[config.mk]
export PLATFORM = sky130hd
export DESIGN_NAME = aes_ctrl_fsm
export DESIGN_NICKNAME = d
export VERILOG_FILES = /design/src/rtl/aes_package.sv /design/src/rtl/aes_ctrl_fsm.sv
export SDC_FILE = /design/constraint.sdc
export NUM_CORES = 1
export LEC_CHECK = 0
export CAP_MARGIN = 15
export CORE_AREA = 8 8 156 158
export DETAILED_ROUTE_END_ITERATION = 12
export DIE_AREA = 0 0 164 166
export HOLD_SLACK_MARGIN = 0.05
export SLEW_MARGIN = 25
export SYNTH_ARGS = -nofsm -noshare
export SYNTH_HDL_FRONTEND = slang
export SYNTH_SLANG_ARGS = --single-unit
[constraint.sdc]
create_clock -name clk_i -period 3.59 [get_ports clk_i]
set_input_delay 0.5385 -clock clk_i [delete_from_list [all_inputs] [get_ports clk_i]]
set_output_delay 0.5385 -clock clk_i [all_outputs]
set_load 0.005 [all_outputs]
[src/rtl/aes_package.sv]
// Shared types and constants for the AES HWPE: streamer/engine control and
// status records, controller state encoding and the latched job descriptor.
package aes_package;

  localparam int AES_ADDR_W      = 32;
  localparam int AES_BLOCK_BYTES = 32;
  localparam int AES_MAX_BLOCKS  = 256;
  localparam int AES_NBLK_W      = $clog2(AES_MAX_BLOCKS) + 1;

  typedef enum logic [1:0] {
    AES_IDLE,
    AES_STARTING,
    AES_WORKING,
    AES_FINISHED
  } aes_state_t;

  typedef struct packed {
    logic [31:0] base_addr;
    logic [31:0] trans_size;
    logic [15:0] line_stride;
    logic [15:0] line_length;
    logic [15:0] feat_stride;
    logic [15:0] feat_length;
    logic [15:0] loop_outer;
    logic        realign_type;
  } addressgen_ctrl_t;

  typedef struct packed {
    logic             req_start;
    addressgen_ctrl_t addressgen_ctrl;
  } ctrl_sourcesink_t;

  typedef struct packed {
    logic ready_start;
    logic done;
  } flags_sourcesink_t;

  typedef struct packed {
    ctrl_sourcesink_t plaintext_source_ctrl;
    ctrl_sourcesink_t chipertext_sink_ctrl;
  } ctrl_streamer_t;

  typedef struct packed {
    flags_sourcesink_t plaintext_source_flags;
    flags_sourcesink_t chipertext_sink_flags;
    logic              tcdm_fifo_empty;
  } flags_streamer_t;

  typedef struct packed {
    logic clear;
    logic enable;
    logic start;
  } ctrl_engine_t;

  typedef struct packed {
    logic [AES_NBLK_W-1:0] chipertext_32byte_chunck_count;
  } flags_engine_t;

  typedef struct packed {
    logic [AES_ADDR_W-1:0] addr_in;
    logic [AES_ADDR_W-1:0] addr_out;
    logic [AES_NBLK_W-1:0] nblocks;
  } aes_job_cfg_t;

  // One linear transfer of nblocks 256-bit blocks, counted in 32-bit words.
  function automatic addressgen_ctrl_t agen_linear(input logic [AES_ADDR_W-1:0] base,
                                                   input logic [AES_NBLK_W-1:0] nblocks);
    addressgen_ctrl_t cfg;
    logic [31:0]      words;
    words            = 32'(nblocks) * 32'(AES_BLOCK_BYTES / 4);
    cfg              = '0;
    cfg.base_addr    = base;
    cfg.trans_size   = words;
    cfg.line_length  = words[15:0];
    cfg.feat_length  = 16'd1;
    return cfg;
  endfunction

endpackage

[src/rtl/aes_ctrl_fsm.sv]
// AES HWPE sequencer: validates the programmed job, launches the source/sink
// streamers and the engine, and reports completion or rejection as pulses.
module aes_ctrl_fsm
  import aes_package::*;
#(
  parameter int ADDR_W      = AES_ADDR_W,
  parameter int BLOCK_BYTES = AES_BLOCK_BYTES,
  parameter int MAX_BLOCKS  = AES_MAX_BLOCKS
) (
  input  logic              clk_i,
  input  logic              rst_ni,
  input  logic              clear_i,
  input  logic              start_i,
  input  logic [ADDR_W-1:0] addr_in_i,
  input  logic [ADDR_W-1:0] addr_out_i,
  input  logic [ADDR_W-1:0] length_i,
  input  flags_streamer_t   flags_streamer_i,
  input  flags_engine_t     flags_engine_i,
  output ctrl_streamer_t    ctrl_streamer_o,
  output ctrl_engine_t      ctrl_engine_o,
  output aes_state_t        state_o,
  output logic              busy_o,
  output logic              done_o,
  output logic              err_o
);

  localparam int OFS_W = $clog2(BLOCK_BYTES);

  aes_state_t   state_q, state_d;
  aes_job_cfg_t cfg_q, cfg_d;
  logic         sink_done_q, sink_done_d;

  logic                  len_ok;
  logic [AES_NBLK_W-1:0] len_nblk;
  logic                  both_ready, sink_done_now, job_complete;
  logic                  req_start, eng_clear, eng_enable, eng_start;
  logic                  unused_src_done;

  assign len_nblk = length_i[OFS_W +: AES_NBLK_W];
  assign len_ok   = (length_i != '0) && (length_i[OFS_W-1:0] == '0)
                 && ((length_i >> OFS_W) <= ADDR_W'(MAX_BLOCKS));

  assign both_ready    = flags_streamer_i.plaintext_source_flags.ready_start
                      && flags_streamer_i.chipertext_sink_flags.ready_start;
  assign sink_done_now = flags_streamer_i.chipertext_sink_flags.done;
  // The sink done flag is a pulse, so it may precede the last engine block.
  assign job_complete  = (flags_engine_i.chipertext_32byte_chunck_count == cfg_q.nblocks)
                      && (sink_done_q || sink_done_now)
                      && flags_streamer_i.tcdm_fifo_empty;

  assign unused_src_done = flags_streamer_i.plaintext_source_flags.done;

  always_ff @(posedge clk_i or negedge rst_ni) begin
    if (!rst_ni) begin
      state_q     <= AES_IDLE;
      cfg_q       <= '0;
      sink_done_q <= 1'b0;
    end else begin
      state_q     <= state_d;
      cfg_q       <= cfg_d;
      sink_done_q <= sink_done_d;
    end
  end

  always_comb begin
    state_d     = state_q;
    cfg_d       = cfg_q;
    sink_done_d = sink_done_q;
    req_start   = 1'b0;
    eng_clear   = 1'b0;
    eng_enable  = 1'b0;
    eng_start   = 1'b0;
    done_o      = 1'b0;
    err_o       = 1'b0;
    if (clear_i) begin
      state_d     = AES_IDLE;
      cfg_d       = '0;
      sink_done_d = 1'b0;
      eng_clear   = 1'b1;
    end else begin
      unique case (state_q)
        AES_IDLE: begin
          if (start_i) begin
            if (len_ok) begin
              cfg_d.addr_in  = addr_in_i;
              cfg_d.addr_out = addr_out_i;
              cfg_d.nblocks  = len_nblk;
              eng_clear      = 1'b1;
              state_d        = AES_STARTING;
            end else begin
              err_o = 1'b1;
            end
          end
        end
        AES_STARTING: begin
          if (both_ready) begin
            req_start = 1'b1;
            eng_start = 1'b1;
            state_d   = AES_WORKING;
          end
        end
        AES_WORKING: begin
          eng_enable = 1'b1;
          if (sink_done_now) sink_done_d = 1'b1;
          if (job_complete) state_d = AES_FINISHED;
        end
        AES_FINISHED: begin
          done_o      = 1'b1;
          sink_done_d = 1'b0;
          state_d     = AES_IDLE;
        end
        default: state_d = AES_IDLE;
      endcase
    end
  end

  // Addressgen configs are only presented while a job is in flight.
  always_comb begin
    ctrl_streamer_o = '0;
    if (state_q != AES_IDLE) begin
      ctrl_streamer_o.plaintext_source_ctrl.addressgen_ctrl = agen_linear(cfg_q.addr_in, cfg_q.nblocks);
      ctrl_streamer_o.chipertext_sink_ctrl.addressgen_ctrl  = agen_linear(cfg_q.addr_out, cfg_q.nblocks);
    end
    ctrl_streamer_o.plaintext_source_ctrl.req_start = req_start;
    ctrl_streamer_o.chipertext_sink_ctrl.req_start  = req_start;
  end

  always_comb begin
    ctrl_engine_o        = '0;
    ctrl_engine_o.clear  = eng_clear;
    ctrl_engine_o.enable = eng_enable;
    ctrl_engine_o.start  = eng_start;
  end

  assign state_o = state_q;
  assign busy_o  = (state_q != AES_IDLE);

endmodule

==> results of run 1 <==
-- per-stage QoR --
stage	total power [mW]	cells	setup WS (ps)	util, %	hold WS, ps
6_report	2.30	994	276	32.1	227
5_1_grt	2.44	994	6.07	32.1	287
4_1_cts	2.36	994	184	32.1	255
3_5_place_dp	1.33	978	211	30.7	483
3_3_place_gp	1.33	978	244	30.6	480
2_1_floorplan	1.23	713	1190	-	243
-- cell usage after synthesis (2+ instances only) --
cell | number | area [sq um]
buf_4 | 230 | 1730
dfrtp_1 | 76 | 1900
nor4_1 | 7 | 43.8
nor3_1 | 2 | 10.0
nor2_1 | 3 | 11.3
nand2_1 | 5 | 18.8
clkbuf_1 | 10 | 37.5
inv_1 | 5 | 18.8
xnor2_1 | 8 | 70.1
buf_6 | 6 | 67.6
a22o_1 | 73 | 639
nor2b_1 | 75 | 469
ha_1 | 4 | 50.1
nand4_1 | 3 | 18.8
nand2b_1 | 2 | 12.5
nor3b_1 | 2 | 15.0
-- metal layers --
metal | part of all wire, % | up-vias | global-route usage [%]
li1 | - | 1703 | -
met1 | 40 | 1775 | 13.0
met2 | 49 | 229 | 19.4
met3 | 9.4 | 17 | 3.27
met4 | 2.1 | 0 | 4.47
met5 | 0 | - | 0
-- path summary, 6_finish.rpt --
path,endpoint,slack (ps),cells after the start
setup reg to reg,cfg_q[35],1340,6
setup / recovery,ctrl_engine_o[2],280,7
max in group asynchronous,cfg_q[71],2850,1
hold / removal,cfg_q[19],230,1
hold reg to reg,cfg_q[36],490,1
min in group clk_i,cfg_q[36],490,1
-- cell families (layout without fill, tap and decap cells) --
family	count (synthesis)	count (layout)	synth area share, %
adders and majority gates	4	4	0.957
xor gates and xnor gates	9	9	1.51
muxes	2	2	0.407
and+or+nand+nor	100	100	11.6
AOI/OAI and AO/OA	82	82	13.6
other	1	188	0.0717
buffers and inverters	252	248	35.5
DFF	76	76	36.4
-- state kept, by name (all words and copies together) (netlist names) --
name         flops
sink_done_q      1
state_o          2
cfg_q           73
-- power groups by stage --
stage          sequential (mW)  clock, mW  combinational, mW
2_1_floorplan            0.882          0              0.344
3_3_place_gp             0.882          0              0.447
3_5_place_dp             0.882          0              0.447
4_1_cts                  0.865       1.05              0.449
5_1_grt                  0.866       1.08              0.490
6_report                 0.865      0.995              0.440
-- worst reg2reg max path, cell delays in order, from the launching register on --
cell     delay [ps]
dfrtp_1         430
inv_1           150
ha_4            570
nand2_1         170
nor3b_2         280
buf_12          350
a22o_1          230
-- area by class of cell --
class	instances	area (sq um)
clock buffers	9	225
inverters	5	18.8
repair buffers	227	2290
flip-flops and latches	76	1900
fillers	2289	15000
multi-input cells	385	2200
well taps	285	357
clock inverters	7	87.6
==> impl_metrics.yaml, run 1 <==
outcome:
  outcome: "completed"
place:
  detailed_place.area_sq_mm: 0.00677
  portBuffers: 224
  place.gp.congestion: 0.707
  dp_wirelength_microns: 12100
floorplanning:
  design.die.area_sq_mm: 0.0272
  fp.dieH_microns: 166
  chipWidth_microns: 164
  start_util_pct: 23.7
  core_region_area_sq_mm: 0.0221
  io_pins: 414
  floorplan.rows: 55
route:
  detail_route.vias_per_cell: 3.75
  initialDrtViolationCount: 109
  drc: 0
  detail_route.wl_per_cell_microns: 16.2
  firstDrtPassIters: 4
  route.final.wire_length_microns: 16100
  num_vias: 3724
  antenna_nets_post_route: 0
clock_tree:
  post_cts_resize_count: 0
  cts.root.buffer_cell: "clkbuf_16"
  htreeDepth: 3
  tritoncts_num_sinks: 76
  tritoncts_clock_tree: "built"
  cts.path.max_buffers: 2
  cts_inserted_buffers: 9
  holdBufCountCts: 0
  clk_transition_reported_paths_ps: 80
  postCtsSetupRepairBufs: 0
  clk_latency_ps: 350
timing:
  post-route-period-util_pct: 92.3
  timing_worst_slew_pin_value_ps: 738
  finalHoldViolCount: 0
  finalSetupTns_ps: 0
  final_setup_fails: 0
  max_freq_mhz: 302
  report.final.slew_viol_count: 0
  worst_slew_margin_rel_pct: 50.8
  fin_skew_ps: 8.56
  grt_setup_unrepaired: "false"
  layout_min_cycle_time_ps: 3310
power_and_ir_drop:
  p_seq_share_pct: 37.6
  pwr_density_cell_mw_per_mm2: 325
  share_comb_of_total_power_pct: 19.1
  cellInternalPower_mw: 1.60
  static_leakage_nw: 3.08
  clkPwrFrac_pct: 43.3
  p_sw_share_pct: 30.5
  total_switching_power_mw: 0.701
  power.ir.vdd_worst_v: 0.000223
cells_and_area:
  final_layout_size_suffix_gt1_share_pct: 3.53
  finish.instance_area_sq_mm: 0.00709
  most-common-layout-cells: "clkdlybuf4s50_1 (223), conb_1 (188), dfrtp_1 (76)"
  area_delta_synth_final_pct: 35.5
  mostFrequentLayoutCell: "clkdlybuf4s50_1"
  diodes: 0
  final_nets: 822
global_routing:
  maximum_number_of_pins_on_one_net_before_global_route_repair: 77
  global_route.usage.total_pct: 11.3
  first_global_vias: 4114
  number_of_antenna_violations_at_the_first_check_in_global_routing: 0
  globalRouteOverflowTotal: 0
  grt_first_pass_wirelength_microns: 24000
critical_path:
  timing.critical_path.mode_cell: "clkdlybuf4s50_1"
  timing.setup.critical_path_class: "primary input to output port"
  crit_path_end_kind: "output port"
  timing.critical_path.fanout_max: 3
  critical_path_buffer_and_inverter_count: 3
  slowest_stage: "clkdlybuf4s50_1"
  r2r_start: "state_o[0]"
  path_delay_family: "buffers and inverters"
  timing.critical_path.from_type: "primary input"
  arrival_ps: 2780
  critical_path.startpoint: "length_i[12]"
  critical_path.cell_chain: "clkdlybuf4s50_1 -> nor4_1 -> nand3_1 -> a211oi_2 -> a31oi_4 -> inv_1 -> clkdlybuf4s50_1"
  stage_delay_of_the_slowest_cell_on_the_critical_path_ps: 510
  cp.required_ps: 3050
synth:
  asyncSetResetFlopFracSynth_pct: 100
  yosys_most_used_dff: "dfrtp_1"
  post_synthesis_instance_total: 526
  synth_enable_flop_cells: 0
  synth_warnings: 0
  yosysSeqAreaShare_pct: 36.4
  synthesized_area_per_cell_sq_um: 9.94
  synth_cell_types: 31
  mappedNetlistArea_sq_mm: 0.00523
  ys_seq_elements: 76
flow_run:
  cap_violations: 0
hold_path:
  timing.hold.worst.class: "primary input to asynchronous set/reset pin"
No activity file was read; power rests on OpenSTA's default activity.
==> run 2: changes to the inputs <==
--- a/config.mk
+++ b/config.mk
@@ -6,9 +6,10 @@
 export NUM_CORES = 1
 export LEC_CHECK = 0
 export CAP_MARGIN = 15
-export CORE_AREA = 8 8 156 158
+export CORE_AREA = 2 2 159 161
+export CTS_CLUSTER_DIAMETER = 200
 export DETAILED_ROUTE_END_ITERATION = 12
-export DIE_AREA = 0 0 164 166
+export DIE_AREA = 0 0 161 163
 export HOLD_SLACK_MARGIN = 0.05
 export SLEW_MARGIN = 25
 export SYNTH_ARGS = -nofsm -noshare
==> impl_metrics.yaml, run 2 (synthesized netlist as in run 1, its figures left out) <==
outcome:
  outcome: "completed"
route:
  firstDrtPassIters: 4
  antenna_nets_post_route: 0
  initialDrtViolationCount: 138
  num_vias: 3677
  drc: 0
  detail_route.vias_per_cell: 3.53
  detail_route.wl_per_cell_microns: 13.4
  route.final.wire_length_microns: 14000
power_and_ir_drop:
  clkPwrFrac_pct: 40.5
  total_switching_power_mw: 0.671
  static_leakage_nw: 3.07
  total_power_mw: 2.19
  cellInternalPower_mw: 1.52
  p_seq_share_pct: 39.5
  share_comb_of_total_power_pct: 20.0
  p_sw_share_pct: 30.6
  power.ir.vdd_worst_v: 0.000153
  pwr_density_cell_mw_per_mm2: 308
timing:
  max_freq_mhz: 299
  worst_slew_margin_rel_pct: 55.1
  report.final.slew_viol_count: 0
  fin_skew_ps: 8.93
  setup_ws_ps: 249
  layout_min_cycle_time_ps: 3340
  post-route-period-util_pct: 93.1
  finalSetupTns_ps: 0
  final_setup_fails: 0
  timing_worst_slew_pin_value_ps: 674
  finalHoldViolCount: 0
  grt_setup_unrepaired: "false"
global_routing:
  grt_util_met1_pct: 11.4
  first_global_vias: 3262
  groute.layer.met3.usage_pct: 3.03
  globalRouteOverflowTotal: 0
  grt_first_pass_wirelength_microns: 19600
  number_of_antenna_violations_at_the_first_check_in_global_routing: 0
  global_route.usage.total_pct: 9.94
  top_usage_layer: "met2"
  maximum_number_of_pins_on_one_net_before_global_route_repair: 74
  grt.met2_usage_pct: 17.6
flow_run:
  cap_violations: 0
hold_path:
  timing.hold.worst.class: "primary input to asynchronous set/reset pin"
floorplanning:
  start_util_pct: 21.2
  design.die.area_sq_mm: 0.0262
  fp.dieH_microns: 163
  chipWidth_microns: 161
  core_region_area_sq_mm: 0.0247
  io_pins: 414
  floorplan.rows: 58
critical_path:
  crit_path_end_kind: "output port"
  timing.setup.critical_path_class: "primary input to output port"
  timing.critical_path.mode_cell: "clkdlybuf4s50_1"
  r2r_start: "state_o[0]"
  setup.reg_to_reg.worst_slack_ps: 1310
  stage_delay_of_the_slowest_cell_on_the_critical_path_ps: 540
  timing.critical_path.fanout_max: 3
  critical_path_buffer_and_inverter_count: 3
  path_delay_family: "buffers and inverters"
  cp.required_ps: 3050
  critical_path.startpoint: "length_i[12]"
  arrival_ps: 2800
  critical_path.cell_chain: "clkdlybuf4s50_1 -> nor4_1 -> nand3_1 -> a211oi_2 -> a31oi_4 -> inv_1 -> clkdlybuf4s50_1"
  worst_reg2reg_endpoint: "cfg_q[49]"
  timing.critical_path.from_type: "primary input"
  slowest_stage: "clkdlybuf4s50_1"
  ff2ff_path_depth: 6
cells_and_area:
  max_ffs_per_register: 73
  finish.instance_area_sq_mm: 0.00713
  diodes: 0
  final_nets: 825
  final_layout_size_suffix_gt1_share_pct: 3.79
  most-common-layout-cells: "clkdlybuf4s50_1 (223), conb_1 (188), dfrtp_1 (76)"
  mostFrequentLayoutCell: "clkdlybuf4s50_1"
  post_layout_nonfiller_instances: 1042
  area_delta_synth_final_pct: 36.4
  largest-register: "cfg_q"
place:
  detailed_place.area_sq_mm: 0.00685
  portBuffers: 224
  placedCellCount: 1026
  dp_slack_ps: 158
  place.gp.congestion: 0.697
  dp_wirelength_microns: 9920
clock_tree:
  postCtsSetupRepairBufs: 0
  clk_transition_reported_paths_ps: 70
  post_cts_resize_count: 0
  cts.root.buffer_cell: "clkbuf_16"
  holdBufCountCts: 0
  cts.path.max_buffers: 2
  cts_inserted_buffers: 9
  tritoncts_clock_tree: "built"
  tritoncts_num_sinks: 76
  htreeDepth: 3
  clk_latency_ps: 340
==> run 2: power groups by stage <==
stage | combinational [mW] | sequential (mW) | clock [mW]
2_1_floorplan | 0.344 | 0.882 | 0
3_3_place_gp | 0.445 | 0.883 | 0
3_5_place_dp | 0.447 | 0.883 | 0
4_1_cts | 0.448 | 0.866 | 0.942
5_1_grt | 0.490 | 0.867 | 0.965
6_report | 0.439 | 0.867 | 0.887
==> run 2: final cells by class <==
class	instances	area, sq um
fillers	2611	17500
repair buffers	230	2310
multi-input cells	385	2200
flip-flops and latches	76	1900
well taps	330	413
clock buffers	10	229
clock inverters	6	48.8
inverters	5	18.8
==> run 2: worst max-delay path by stage <==
stage	depth (start not counted)	to	slack (ps)
finish	7	ctrl_engine_o[2]	250
global route	8	ctrl_engine_o[2]	70
CTS	8	ctrl_engine_o[2]	150
detailed placement	8	ctrl_engine_o[2]	160
global placement	8	ctrl_engine_o[2]	130
floorplan	8	ctrl_engine_o[2]	1190
==> run 2: metrics by stage <==
| stage | util [%] | hold WS (ps) |
|---|---|---|
| 3_3_place_gp | 27.8 | 481 |
| 5_1_grt | 28.9 | 255 |
| 3_5_place_dp | 27.8 | 482 |
| 6_report | 28.9 | 201 |
| 4_1_cts | 28.9 | 363 |
| 2_1_floorplan | - | 243 |
==> run 2: layer usage <==
metal	wire, microns	share of wire, %
met1	5500	39
met2	7070	51
met3	1240	8.9
met4	161	1.2
met5	0	0
